==> src/rtl/bsg_arb_rr_burst_lock.sv <==
// Round-robin arbiter that holds its grant for a whole multi-beat burst.
// Priority rotates once per burst; a beat-count limit forces release of a stuck owner.
module bsg_arb_rr_burst_lock #(
  parameter  int width_p      = 4,
  parameter  int max_burst_p  = 8,
  localparam int lg_width_lp  = (width_p > 1) ? $clog2(width_p) : 1,
  localparam int cnt_width_lp = $clog2(max_burst_p + 1)
) (
  input  logic                   clk_i,
  input  logic                   reset_i,
  input  logic [width_p-1:0]     reqs_i,
  input  logic                   last_i,
  input  logic                   yumi_i,
  output logic [width_p-1:0]     grants_o,
  output logic                   v_o,
  output logic [lg_width_lp-1:0] tag_o,
  output logic                   locked_o,
  output logic                   overrun_o
);

  typedef enum logic {IDLE, LOCKED} mode_e;

  mode_e                   mode_q, mode_d;
  logic [lg_width_lp-1:0]  owner_q, owner_d;
  logic [lg_width_lp-1:0]  last_q, last_d;
  logic [cnt_width_lp-1:0] cnt_q, cnt_d;
  logic                    overrun_q, overrun_d;

  logic [lg_width_lp-1:0]  win_idx, cand;
  logic                    win_found;
  logic [width_p-1:0]      owner_oh, win_oh, grants_raw;
  logic                    accept;

  // Scan starts just past the last burst's owner and wraps around.
  always_comb begin
    win_found = 1'b0;
    win_idx   = '0;
    cand      = '0;
    for (int i = 1; i <= width_p; i++) begin
      cand = lg_width_lp'((int'(last_q) + i) % width_p);
      if (!win_found && reqs_i[cand]) begin
        win_found = 1'b1;
        win_idx   = cand;
      end
    end
  end

  genvar gi;
  for (gi = 0; gi < width_p; gi++) begin : g_onehot
    assign owner_oh[gi] = (owner_q == lg_width_lp'(gi));
    assign win_oh[gi]   = win_found && (win_idx == lg_width_lp'(gi));
  end

  assign grants_raw = (mode_q == LOCKED) ? (owner_oh & reqs_i) : win_oh;
  assign grants_o   = reset_i ? '0 : grants_raw;
  assign v_o        = |grants_o;
  assign tag_o      = !v_o ? '0 : ((mode_q == LOCKED) ? owner_q : win_idx);
  assign locked_o   = (mode_q == LOCKED);
  assign overrun_o  = overrun_q;
  assign accept     = v_o & yumi_i;

  always_ff @(posedge clk_i or posedge reset_i) begin
    if (reset_i) begin
      mode_q    <= IDLE;
      owner_q   <= '0;
      last_q    <= lg_width_lp'(width_p - 1);
      cnt_q     <= '0;
      overrun_q <= 1'b0;
    end else begin
      mode_q    <= mode_d;
      owner_q   <= owner_d;
      last_q    <= last_d;
      cnt_q     <= cnt_d;
      overrun_q <= overrun_d;
    end
  end

  // overrun is a single-cycle pulse, so it defaults low on every edge.
  always_comb begin
    mode_d    = mode_q;
    owner_d   = owner_q;
    last_d    = last_q;
    cnt_d     = cnt_q;
    overrun_d = 1'b0;
    unique case (mode_q)
      IDLE: begin
        if (accept) begin
          last_d = win_idx;
          if (!last_i) begin
            mode_d  = LOCKED;
            owner_d = win_idx;
            cnt_d   = cnt_width_lp'(1);
          end
        end
      end
      LOCKED: begin
        if (accept) begin
          if (last_i) begin
            mode_d = IDLE;
            cnt_d  = '0;
          end else if (cnt_q == cnt_width_lp'(max_burst_p - 1)) begin
            mode_d    = IDLE;
            cnt_d     = '0;
            overrun_d = 1'b1;
          end else begin
            cnt_d = cnt_q + cnt_width_lp'(1);
          end
        end
      end
      default: mode_d = IDLE;
    endcase
  end

endmodule

==> config.mk <==
export PLATFORM = sky130hd
export DESIGN_NAME = bsg_arb_rr_burst_lock
export DESIGN_NICKNAME = d
export VERILOG_FILES = /design/src/rtl/bsg_arb_rr_burst_lock.sv
export SDC_FILE = /design/constraint.sdc
export NUM_CORES = 1
export LEC_CHECK = 0
export CAP_MARGIN = 5
export CORE_ASPECT_RATIO = 1.2
export CORE_UTILIZATION = 35
export DETAILED_ROUTE_END_ITERATION = 6
export HOLD_SLACK_MARGIN = 0.02
export PLACE_DENSITY_LB_ADDON = 0.25
export SLEW_MARGIN = 20
export SYNTH_ARGS = -nofsm -noshare
export SYNTH_HDL_FRONTEND = slang
export SYNTH_SLANG_ARGS = --single-unit
export TNS_END_PERCENT = 50
==> constraint.sdc <==
create_clock -name clk_i -period 1.84 [get_ports clk_i]
set_input_delay 0.368 -clock clk_i [delete_from_list [all_inputs] [get_ports clk_i]]
set_output_delay 0.368 -clock clk_i [all_outputs]
set_load 0.01 [all_outputs]
======== After elaboration in Yosys (flattened, before gate mapping) ========
Index checks and enable logic that the tools add are counted.
cells by class
  equal/unequal tests ..................... 10
  $lt $le $gt $ge ......................... 4
  bitwise gates (word level) .............. 4
  reductions and logical operators ........ 16
  muxes and demuxes ....................... 36
  add/subtract/negate cells ............... 5
operators with widths
  kind                 number
  $mux 4               7
  $mux 1               17
  $lt 2x3->1 const B   4
  $mux 2               6
  $bmux 1 s2           4
  $eq 2x2->1 const B   4
  $pmux 4 s2           1
  $logic_and 1x1->1    7
  $reduce_and 3->1     2
  $add 2x1->2 const B  2
  $add 2x2->2 const B  2
  $add 4x1->4 const B  1
  $and 4x4->4          1
  $eq 2x1->1 const B   2
  $eq 4x3->1 const B   1
  $logic_not 2->1      2
  $ne 2x2->1 const B   2
  $reduce_or 4->1      1
  $logic_not 1->1      3
  $ne 2x1->1 const B   1
  $not 1->1            2
  $pmux 1 s2           1
  $reduce_and 2->1     1
  $and 1x1->1          1
word-level totals
  flip-flop bits (word level) ............. 10
  output and inout port bits .............. 9
  input port bits ......................... 8
  word-level logic and storage cells ...... 80

======== Logic depth before layout (Yosys ltp) ========
  depth in word-level cells ............... 21
  mapped depth ............................ 7
  gate-level depth less buffers ........... 5

======== Least setup slack after synthesis ========
Ideal clock, no wire load.
  kind .................................... register to output
  start point ............................. register last_q[0]
  end point ............................... output port tag_o[1]
  arrival ................................. 1.570 ns
  stages on the path, launching flop included .. 6
  data required time ...................... 1.472 ns
  buffers on the path ..................... 0
  slack ................................... -0.098 ns
  path through ............................ dfstp_2 > nor2b_1 > o21bai_1 > a2111oi_0 > a21oi_1 > o21bai_1
on the way
  cells in the longest elaborated chain, start to end .. 19
  elaborated cells on any way between the ends .. 39
  classes of those cells .................. 4 x add/sub; 3 x eq/ne; 20 x mux; 12 x reduce/logical
RTL lines
  element                             line  source
  start, declared                     25    logic [lg_width_lp-1:0] last_q, last_d;
  start signal, assigned              66    last_q <= lg_width_lp'(width_p - 1);
  start signal, assigned              72    last_q <= last_d;
  $add 2x1->2                         40    cand = lg_width_lp'((int'(last_q) + i) % width_p);
  $bmux 1 s2                          41    if (!win_found && reqs_i[cand]) begin
  $mux 1 (implied by the code)        41
  $mux 1                              41
  $logic_not 1->1                     41
  $logic_and 1x1->1                   41
  $mux 1                              41
  $logic_not 1->1                     41
  [... 3 more ...]                    --
  $logic_and 1x1->1                   41
  $mux 2                              41
  $eq 2x1->1 (tied with other cells)  51    assign win_oh[gi] = win_found && (win_idx == lg_width_lp'(gi));
  $logic_and 1x1->1                   51
  $mux 4                              54    assign grants_raw = (mode_q == LOCKED) ? (owner_oh & reqs_i) : win_oh;
  $mux 4                              55    assign grants_o = reset_i ? '0 : grants_raw;
  $reduce_or 4->1                     56    assign v_o = |grants_o;
  $mux 2 (*)                          57    assign tag_o = !v_o ? '0 : ((mode_q == LOCKED) ? owner_q : win_idx);
  end, declared                       16    output logic [lg_width_lp-1:0] tag_o,
Mark *: on every way between the ends. The rest lies on a longest branch, timed or not. The select of a mux whose other input is x is not followed.

======== Worst setup path in the final report ========
Ends and elaborated chain as after synthesis.

==> results.yml <==
setup_path:
  worst-path-max-fanout: 3
  critPathRequiredTime_ns: 1.47
  criticalPathCategory: "flop to primary output"
  endpoint_kind: "primary output"
  r2r_slack_ns: -0.07
  critPathArrivalTime_ns: 2.00
  startpoint_type: "flop"
timing:
  rsz0062_at_grt: "yes"
  slew_viol_final: 0
  hold_viol: 0
  min_period_ns: 2.37
  worstMarginPinSlew_ns: 0.385
  fin_crit_sh_pct: 129
  max_slew_margin_pct: 74.3
  setup_ws_ns: -0.532
  clock.fmax_ghz: 0.422
  finalSetupViolCount: 16
  skew_ns: 0.00337
  setup_tns_ns: -3.20
place:
  routabilityCongestion: 0.888
  port_buffers: 16
  place_ws_ns: -1.05
  place_hpwl_um: 1650
  place_inst: 153
drt:
  totalWireLength_um: 2300
  vias_per_cell: 5.04
  drtIter0Drc: 8
  ant_nets: 0
  wl_per_cell_um: 13.8
  drc: 0
  num_vias: 842
  dr.pass1.iters: 4
global_routing:
  grt_pass1_vias: 863
  grt-ovfl-total: 0
  grt_max_degree: 11
  grt_pass1_wl_um: 3640
  grtUsageTotal_pct: 21.3
  antenna_found_initial: 0
cells_and_area:
  diodes: 0
  finalNetCount: 147
  drive_gt1_share_pct: 55.5
  syn2layout_area_growth_pct: 79.5
  mostFrequentLayoutCells: "buf_4, buf_6, nor2_1, dfrtp_1"
  final_common_cell: "buf_4"
  n_fill_cell: 163
  layout.cells.non_filler: 167
pwr:
  p_comb_share_pct: 64.6
  swShare_pct: 38.2
  peakVddDrop_v: 0.000695
  power.switching_uw: 670
  intPower_uw: 1080
  p_per_area_mw_per_mm2: 1290
  power_frac_clock_pct: 11.2
  cellLeakagePower_uw: 0.000601
  pwr-share-seq_pct: 24.2
synthesis:
  synthFlopType: "dfrtp_1"
  synth_nets: 97
  synth_edf_count: 0
  synth_warnings: 0
  synth_cell_types: 38
  synthCells: 88
  async_reset_ff_share_pct: 100
  synth-seq-cells: 10
  syn-cell-area_um2: 756
  ys_seq_area_share_pct: 33.4
  syn_area_per_cell_um2: 8.59
die:
  die_area_mm2: 0.00235
  start_util_pct: 36.9
  placementRows: 18
  fp.dieW_um: 44.4
  core_area_mm2: 0.00205
  ios: 17
  die_h_um: 52.9
cts:
  cts.sinks: 10
  cts.path.max_buffers: 2
  cts.clk_slew.worst_paths_ns: 0.07
  cts_buffers: 3
  cts_tree: "built"
  htree_levels: 1
  insertion_delay_ns: 0.26
  cts_root_buf: "clkbuf_4"
worst_hold_path:
  worstHoldPathType: "flop to flop"
status:
  status: "finished with violations"
  violations: "setup timing"
run:
  max_cap_violations: 0
## flip-flops by register name, summed over array words and instances (netlist names)
signal	flops
cnt_q	4
locked_o	1
overrun_o	1
owner_q	2
last_q	2
## cell families (layout without fill, tap and decap cells)
logic type / count (synthesis) / in the layout / synth area share, %
fa+ha+maj: 1 / 1 / 1.66
compound gates: 26 / 26 / 23.8
mux: 5 / 5 / 8.44
simple gates: 38 / 38 / 27.2
flops: 10 / 10 / 33.4
buf+inv: 8 / 57 / 5.46
## final cells by class
type | count | area (µm²) | area share (%)
repair buffers | 49 | 424 | 31.3
flip-flops and latches | 10 | 253 | 18.6
clock buffers | 4 | 36.3 | 2.68
multi-input cells | 70 | 591 | 43.5
well taps | 30 | 37.5 | 2.77
inverters | 4 | 15.0 | 1.11
## critical path, cell delays in order, from the launching register on
cell,delay (ns)
dfstp_2,0.55
nor2b_2,0.05
o21bai_4,0.18
a221o_1,0.33
buf_4,0.15
a31o_1,0.21
o21bai_1,0.14
buf_2,0.14
## Yosys cell counts, types with 3 or more instances
library cell  number  area (µm²)
a21oi_1            9        45.0
dfrtp_1            8         200
inv_1              4        15.0
mux2_1             3        33.8
nand2_1            7        26.3
nand2b_1           3        18.8
nand3_1            3        15.0
nor2_1             9        33.8
nor2b_1            5        31.3
## power by group through the flow
stage | sequential (µW) | combinational, µW | clock, µW
after floorplan | 396 | 454 | 0
after global placement | 414 | 826 | 0
after detailed placement | 417 | 849 | 0
after CTS | 421 | 1080 | 203
after global routing | 440 | 1220 | 218
final | 425 | 1130 | 197
## routing by layer
metal	GRT usage [%]	vias up	share of wire, %
met5	0	-	0
li1	-	422	-
met2	42.9	21	57
met3	2.39	6	3.5
met1	21.8	393	37
met4	7.58	0	1.7
## through the flow
step | hold slack [ns] | area [µm²] | total power (µW) | util (%)
final | 0.553 | 1360 | 1750 | 66.2
after global routing | 0.566 | 1360 | 1880 | 66.2
after CTS | 0.531 | 1290 | 1700 | 62.8
after detailed placement | 0.516 | 1100 | 1270 | 53.7
after global placement | 0.509 | 1100 | 1240 | 53.7
after floorplan | 0.418 | 757 | 850 | -
## final timing paths
kind | endpoint | start | cells after the start
max | tag_o[1] | last_q[0]$_DFFE_PP1P_ | 7
min | cnt_q[1]$_DFFE_PP0P_ | cnt_q[1]$_DFFE_PP0P_ | 1
max reg2reg | last_q[1]$_DFFE_PP1P_ | owner_q[0]$_DFFE_PP0P_ | 7
min reg2reg | cnt_q[1]$_DFFE_PP0P_ | cnt_q[1]$_DFFE_PP0P_ | 1
max in group asynchronous | last_q[1]$_DFFE_PP1P_ | reset_i | 3
min in group asynchronous | owner_q[0]$_DFFE_PP0P_ | reset_i | 3
## what timing repair did
item                       in CTS  in global routing
hold buffers                    0                  0
setup buffers                   9                  4
gates resized for setup        72                 15
pin swaps                      12                  6
setup endpoints to repair      17                 17
Power figures use the tool's default switching activity.
